[src/rtl/word_serializer_if.sv]
// Parallel-load handshake and serial bit-stream bundle for word_serializer.
interface word_serializer_if #(parameter int SIZE = 2);
  logic            start;
  logic [SIZE-1:0] inData;
  logic            inTag;
  logic            ready;
  logic            busy;
  logic            serOut;
  logic            serValid;
  logic            serFirst;
  logic            serLast;
  logic            serReady;
  logic            done;

  modport master (
    output start, inData, inTag, serReady,
    input  ready, busy, serOut, serValid, serFirst, serLast, done
  );

  modport slave (
    input  start, inData, inTag, serReady,
    output ready, busy, serOut, serValid, serFirst, serLast, done
  );
endinterface

[src/rtl/word_serializer.sv]
// Serializes a tagged parallel word onto a stallable 1-bit link: tag first, then data LSB first.
module word_serializer #(
  parameter int SIZE = 2
) (
  input  logic             clk,
  input  logic             rst,
  word_serializer_if.slave bus
);

  localparam int CW = $clog2(SIZE + 1);
  localparam logic [1:0]    IDLE     = 2'd0;
  localparam logic [1:0]    SEND     = 2'd1;
  localparam logic [1:0]    DONE     = 2'd2;
  localparam logic [CW-1:0] LAST_CNT = CW'(SIZE);

  logic [1:0]      state_q, state_d;
  logic [SIZE-1:0] shift_q, shift_d;
  logic            tag_q, tag_d;
  logic [CW-1:0]   cnt_q, cnt_d;

  always_comb begin
    state_d = state_q;
    shift_d = shift_q;
    tag_d   = tag_q;
    cnt_d   = cnt_q;
    case (state_q)
      IDLE: begin
        if (bus.start) begin
          shift_d = bus.inData;
          tag_d   = bus.inTag;
          cnt_d   = '0;
          state_d = SEND;
        end
      end
      SEND: begin
        if (bus.serReady) begin
          if (cnt_q == LAST_CNT) begin
            state_d = DONE;
          end else begin
            cnt_d = cnt_q + CW'(1);
            // The tag slot does not consume a data bit, so only shift after it.
            if (cnt_q != '0) shift_d = shift_q >> 1;
          end
        end
      end
      DONE:    state_d = IDLE;
      default: state_d = IDLE;
    endcase
  end

  always_ff @(posedge clk or posedge rst) begin
    if (rst) begin
      state_q <= IDLE;
      shift_q <= '0;
      tag_q   <= 1'b0;
      cnt_q   <= '0;
    end else begin
      state_q <= state_d;
      shift_q <= shift_d;
      tag_q   <= tag_d;
      cnt_q   <= cnt_d;
    end
  end

  // Every output is a decode of registered state only.
  assign bus.ready    = (state_q == IDLE);
  assign bus.busy     = (state_q == SEND) || (state_q == DONE);
  assign bus.serValid = (state_q == SEND);
  assign bus.serFirst = (state_q == SEND) && (cnt_q == '0);
  assign bus.serLast  = (state_q == SEND) && (cnt_q == LAST_CNT);
  assign bus.serOut   = (state_q == SEND) ? ((cnt_q == '0) ? tag_q : shift_q[0]) : 1'b0;
  assign bus.done     = (state_q == DONE);

endmodule

[src/flat_wrapper.sv]
// flat-port wrapper written by rule: the top's interface ports become plain ports
module word_serializer_flat 
#(
  parameter int SIZE = 2
)
  (clk, rst, bus_start, bus_inData, bus_inTag, bus_serReady, bus_ready, bus_busy, bus_serOut, bus_serValid, bus_serFirst, bus_serLast, bus_done);
  word_serializer_if #(.SIZE(SIZE)) bus_i ();
  input  logic clk;
  input  logic rst;
  input wire logic [$bits(bus_i.start)-1:0] bus_start;
  input wire logic [$bits(bus_i.inData)-1:0] bus_inData;
  input wire logic [$bits(bus_i.inTag)-1:0] bus_inTag;
  input wire logic [$bits(bus_i.serReady)-1:0] bus_serReady;
  output wire logic [$bits(bus_i.ready)-1:0] bus_ready;
  output wire logic [$bits(bus_i.busy)-1:0] bus_busy;
  output wire logic [$bits(bus_i.serOut)-1:0] bus_serOut;
  output wire logic [$bits(bus_i.serValid)-1:0] bus_serValid;
  output wire logic [$bits(bus_i.serFirst)-1:0] bus_serFirst;
  output wire logic [$bits(bus_i.serLast)-1:0] bus_serLast;
  output wire logic [$bits(bus_i.done)-1:0] bus_done;
  assign bus_i.start = bus_start;
  assign bus_i.inData = bus_inData;
  assign bus_i.inTag = bus_inTag;
  assign bus_i.serReady = bus_serReady;
  assign bus_ready = bus_i.ready;
  assign bus_busy = bus_i.busy;
  assign bus_serOut = bus_i.serOut;
  assign bus_serValid = bus_i.serValid;
  assign bus_serFirst = bus_i.serFirst;
  assign bus_serLast = bus_i.serLast;
  assign bus_done = bus_i.done;
  word_serializer #(.SIZE(SIZE)) u_core (.clk(clk), .rst(rst), .bus(bus_i));
endmodule
[config.mk]
export PLATFORM = sky130hd
export DESIGN_NAME = word_serializer_flat
export DESIGN_NICKNAME = d
export VERILOG_FILES = /design/src/rtl/word_serializer_if.sv /design/src/rtl/word_serializer.sv /design/src/flat_wrapper.sv
export SDC_FILE = /design/constraint.sdc
export NUM_CORES = 1
export LEC_CHECK = 0
export BUFFER_PORTS_ARGS = -buffer_cell sky130_fd_sc_hd__buf_4
export CORE_AREA = 5 5 42 44
export CTS_BUF_LIST = sky130_fd_sc_hd__clkbuf_2
export DETAILED_ROUTE_END_ITERATION = 12
export DIE_AREA = 0 0 47 49
export PLACE_DENSITY = 0.61
export SLEW_MARGIN = 20
export SYNTH_ARGS = -nofsm -noshare
export SYNTH_HDL_FRONTEND = slang
export SYNTH_SLANG_ARGS = --single-unit
[constraint.sdc]
create_clock -name clk -period 2.2 [get_ports clk]
set_clock_uncertainty 0.15 [all_clocks]
set_input_delay 0.11 -clock clk [delete_from_list [all_inputs] [get_ports clk]]
set_output_delay 0.11 -clock clk [all_outputs]
set_load 0.005 [all_outputs]
# ---- Yosys cells after proc, flatten, opt, wreduce, memory -nomap -nowiden
# Index checks and enable logic that the tools add are counted.
# W data, S select, Z words.
dict set report totals {
  register_bits 7
  output_inout_bits 7
}
dict set report classes {
  addsub 1
  eq_ne 8
  mux 15
  reduce_logical 11
}
# op count
set op_table {}
lappend op_table {{$mux W2} 10}
lappend op_table {{$pmux W2 S2} 3}
lappend op_table {{$ne A2 B2 Y1 const B} 3}
lappend op_table {{$reduce_and A5 Y1} 1}
lappend op_table {{$eq A2 B2 Y1 const B} 2}
lappend op_table {{$logic_not A2 Y1} 2}
lappend op_table {{$ne A2 B1 Y1 const B} 2}
lappend op_table {{$reduce_and A4 Y1} 1}
lappend op_table {{$reduce_bool A2 Y1} 2}
lappend op_table {{$reduce_and A3 Y1} 1}
lappend op_table {{$add A2 B1 Y2 const B} 1}
lappend op_table {{$eq A2 B1 Y1 const B} 1}
lappend op_table {{$logic_and A1 B1 Y1} 2}
lappend op_table {{$mux W1} 2}
lappend op_table {{$reduce_and A2 Y1} 1}
lappend op_table {{$logic_or A1 B1 Y1} 1}

# ---- Depth between registers and ports, before layout
dict set report logic_depth {
  word_depth 5
  mapped_depth 5
  mapped_depth_nobuf 5
}

# ---- Least setup slack after synthesis
# No wires, ideal clock.
dict set report synth_path {
  kind {register -> register}
  startpoint {register u_core.state_q[1]}
  endpoint {register u_core.shift_q[0]}
  arrival_ps 1434
  path_slack_ps 491
  stages_incl_launch_ff 6
  path_cell_list {dfrtp_1 -> inv_1 -> ha_1 -> mux2i_1 -> a211oi_2 -> mux2_2}
}
dict set report synth_between {
  elab_chain_len 3
}
# item line_no
set synth_lines {}
lappend synth_lines {{start: declaration} word_serializer.sv:16} ;# logic [1:0] state_q, state_d;
lappend synth_lines {{start signal: assignment} word_serializer.sv:58} ;# state_q <= state_d;
lappend synth_lines {{$eq A2 B1 Y1 *} -}
lappend synth_lines {{via bus_serValid} flat_wrapper.sv:17} ;# output wire logic [$bits(bus_i.serValid)-1:0] bus_serValid;
lappend synth_lines {{$ne A2 B1 Y1 (no source line), or another cell as far along} -}
lappend synth_lines {{$reduce_and A5 Y1 (no source line)} -}
lappend synth_lines {{end signal: assignment} word_serializer.sv:59} ;# shift_q <= shift_d;
lappend synth_lines {{end: declaration} word_serializer.sv:17} ;# logic [SIZE-1:0] shift_q, shift_d;
# The timed path passes the listed nets; every way through them passes the cells marked *.
# A chain may end at the register's enable or synchronous reset.

# ---- Worst setup path after layout
dict set report layout_path {
  startpoint {register u_core.state_q[1]}
  endpoint {register u_core.shift_q[1]}
}
dict set report layout_between {
  elab_chain_len 3
}
# item line_no
set layout_lines {}
lappend layout_lines {{$eq A2 B1 Y1 or $logic_not A2 Y1 (tied branches)} word_serializer.sv:26} ;# case (state_q)
lappend layout_lines {{$ne A2 B1 Y1 (no source line), or another cell as far along} -}
lappend layout_lines {{$reduce_and A5 Y1 (no source line)} -}
# Parallel ways exist; a longest one is shown, timed or not.

==> flow_metrics.env <==
export IMPL_finalMaxSlewViolations=0
export IMPL_cp_num_buf_inv=1
export IMPL_outcome="finished clean"
export IMPL_max_stage_delay_ps=390
export IMPL_synth_most_common_cell="dfrtp_1"
export IMPL_power_internal_mw=0.510
export IMPL_async_flop_share_pct=100
export IMPL_hp_class="primary input to register"
export IMPL_place_gp_congestion=0.679
export IMPL_post_cts_buffers=0
export IMPL_switchingPower_mw=0.309
export IMPL_die_h_um=49
export IMPL_hold_viol=0
export IMPL_stdcell_count=78
export IMPL_worstSetupPathDepth=5
export IMPL_synth_top_area_share_pct=37.6
export IMPL_htreeDepth=1
export IMPL_seqPwrFrac_pct=27.3
export IMPL_yosys_warnings=0
export IMPL_worst_pin_slew_ps=291
export IMPL_seq_area_um2=175
export IMPL_wl_per_cell_um=11.7
export IMPL_p_per_area_nw_per_um2=1310
export IMPL_worst_path_dominant_cell_family="multiplexers"
export IMPL_drcViolationCount=0
export IMPL_die_w_um=47
export IMPL_nNetsFinal=76
export IMPL_syn_inst=43
export IMPL_syn_area_um2=465
export IMPL_path_cells="inv_1 > ha_1 > mux2i_1 > a211oi_2 > mux2_2"
export IMPL_multiInputGateArea_um2=268
export IMPL_yosys_cell_types_count=15
export IMPL_track_usage_pct=9.57
export IMPL_max_vdd_ir_drop_mv=0.586
export IMPL_grt_pass1_wl_um=1550
export IMPL_total_leakage_power_nw=0.319
export IMPL_cp_required_ps=2170
export IMPL_synth_nets=56
export IMPL_synth_area_per_cell_um2=10.8
export IMPL_dp_cells=72
export IMPL_worstPathArrival_ps=1820
export IMPL_path_class="register to register"
export IMPL_combPwrFrac_pct=60.6
export IMPL_seq_area_frac_synth_pct=37.6
export IMPL_initialDrtViolationCount=4
export IMPL_drv_cap=0
export IMPL_die_area_um2=2300
export IMPL_dpl_hpwl_um=730
export IMPL_reg2reg_from="u_core.state_q[1]"
export IMPL_clkLatencyLatePin_ps=230
export IMPL_io_buffers=13
export IMPL_rsz0062_at_grt="no"
export IMPL_clk_pin_slew_ps=80
export IMPL_num_rows=14
export IMPL_tns_ps=0
export IMPL_r2r_end="u_core.shift_q[1]"
export IMPL_synth_edff_count=0
export IMPL_core_um2=1400
export IMPL_cp_endpoint="u_core.shift_q[1]"
export IMPL_diodes=0
export IMPL_vias_per_cell=4.53
export IMPL_io_pins=14
export IMPL_area_delta_synth_final_pct=33.9
export IMPL_p_sw_share_pct=37.7
export IMPL_final_layout_size_suffix_gt1_share_pct=38.7
export IMPL_cts_sink_count=7
export IMPL_cts_tree="yes"
export IMPL_relSlewSlack_pct=80.6
export IMPL_r2r_setup_slack_ps=360
export IMPL_final_fill_count=149
export IMPL_ant_nets=0
export IMPL_cts_inserted_buffers=3
export IMPL_netlist_top_cells_count="dfrtp_1, ha_1, inv_1, mux2_2, mux2i_1"
export IMPL_min_period_ps=1840
export IMPL_cp_slowest_cell="dfrtp_1"
export IMPL_setup_viol=0
export IMPL_totalWireLength_um=916
export IMPL_clock_power_share_pct=12.1
export IMPL_synth_area_top_cells="dfrtp_1, ha_1, mux2_2"
export IMPL_yosysTopAreaCell="dfrtp_1"
export IMPL_ys_ff_latch=7
export IMPL_critPathMaxFanout=8
export IMPL_power_mw=0.819
export IMPL_endpoint_kind="register"
export IMPL_rr_worst_depth=5
export IMPL_grt_ovfl_total=0
export IMPL_antenna_found_initial=0
export IMPL_root_buffer="clkbuf_2"
export IMPL_start_util_pct=33.2
export IMPL_synth_ff_type="dfrtp_1"
export IMPL_cts_resized=0
export IMPL_grt_pass1_vias=364
export IMPL_clock_path_buffers=2
export IMPL_num_vias=353
export IMPL_dr_pass1_iters=4
export IMPL_crit_path_start_kind="register"
export IMPL_max_freq_mhz=543
export IMPL_grt_max_degree=9
export IMPL_finalCritPeriodShare_pct=83.8
export IMPL_startpoint="u_core.state_q[1]"
what timing repair did:
item,in CTS,in global routing
hold buffers,2,0
setup endpoints to repair,0,0
endpoints found under the hold margin,8,0
metrics by stage:
| step | setup WS (ps) | area [um2] | util (%) | hold WS, ps |
|---|---|---|---|---|
| final | 357 | 623 | 44.5 | 53.1 |
| after global routing | 255 | 623 | 44.5 | 39.5 |
| after CTS | 352 | 623 | 44.5 | 38.8 |
| after detailed placement | 367 | 583 | 41.6 | -77.7 |
| after global placement | 422 | 583 | 41.6 | -78.0 |
| after floorplan | 491 | 465 | - | -237 |
cells in the final DEF (no fill, tap or decap), drive strengths merged, types with 2 or more instances in the layout:
cell type / synthesis / final
mux2: 5 / 5
dfrtp: 7 / 7
inv: 6 / 6
mux2i: 4 / 4
nand2b: 2 / 2
and2: 2 / 2
a31oi: 2 / 2
buf: 0 / 13
clkbuf: 0 / 4
dlygate4sd3: 0 / 2
nand2: 3 / 3
ha: 6 / 6
logic make-up after synthesis:
| family | Yosys count | share of synthesized area [%] |
|---|---|---|
| AOI/OAI and AO/OA | 5 | 8.06 |
| muxes | 9 | 20.7 |
| and+or+nand+nor | 10 | 12.6 |
| DFF | 7 | 37.6 |
| buffers and inverters | 6 | 4.84 |
| adders and majority gates | 6 | 16.1 |
metal layers:
metal  part of all wire (%)  up-vias  GRT usage (%)
li1                       -      182              -
met1                     46      157           12.4
met2                     46       10           12.7
met3                    5.3        4           3.32
met4                    2.5        0           6.91
met5                      0        -              0
power by group through the flow:
| stage | logic [mW] | registers [mW] | clock network, mW |
|---|---|---|---|
| 6_report | 0.496 | 0.224 | 0.0991 |
| 5_1_grt | 0.549 | 0.232 | 0.114 |
| 4_1_cts | 0.503 | 0.223 | 0.105 |
| 3_5_place_dp | 0.500 | 0.225 | 0 |
| 3_3_place_gp | 0.495 | 0.225 | 0 |
| 2_1_floorplan | 0.340 | 0.216 | 0 |
registers in the layout, indices dropped and copies added (netlist names):
name            count
u_core.cnt_q        2
u_core.shift_q      2
u_core.state_q      2
u_core.tag_q        1
worst min path at each step:
stage / slack (ps) / cells past startpoint / from / endpoint
floorplan: -240 / 1 / rst / u_core.cnt_q[0]
global placement: -80 / 2 / rst / u_core.state_q[1]
detailed placement: -80 / 2 / rst / u_core.state_q[1]
CTS: 40 / 3 / bus_start / u_core.state_q[0]
global route: 40 / 3 / bus_start / u_core.state_q[0]
finish: 50 / 3 / bus_start / u_core.state_q[0]
worst min-delay path: stages:
cell	delay, ps
buf_4	130
a31oi_1	120
a31oi_1	50
area by class of cell:
class | count | share of cell area [%]
multi-input combinational | 30 | 43.0
sequential | 7 | 28.1
timing repair buffer | 15 | 18.9
inverter | 6 | 3.61
clock buffer | 4 | 3.21
tap | 16 | 3.21
(Power assumes the default switching activity.)
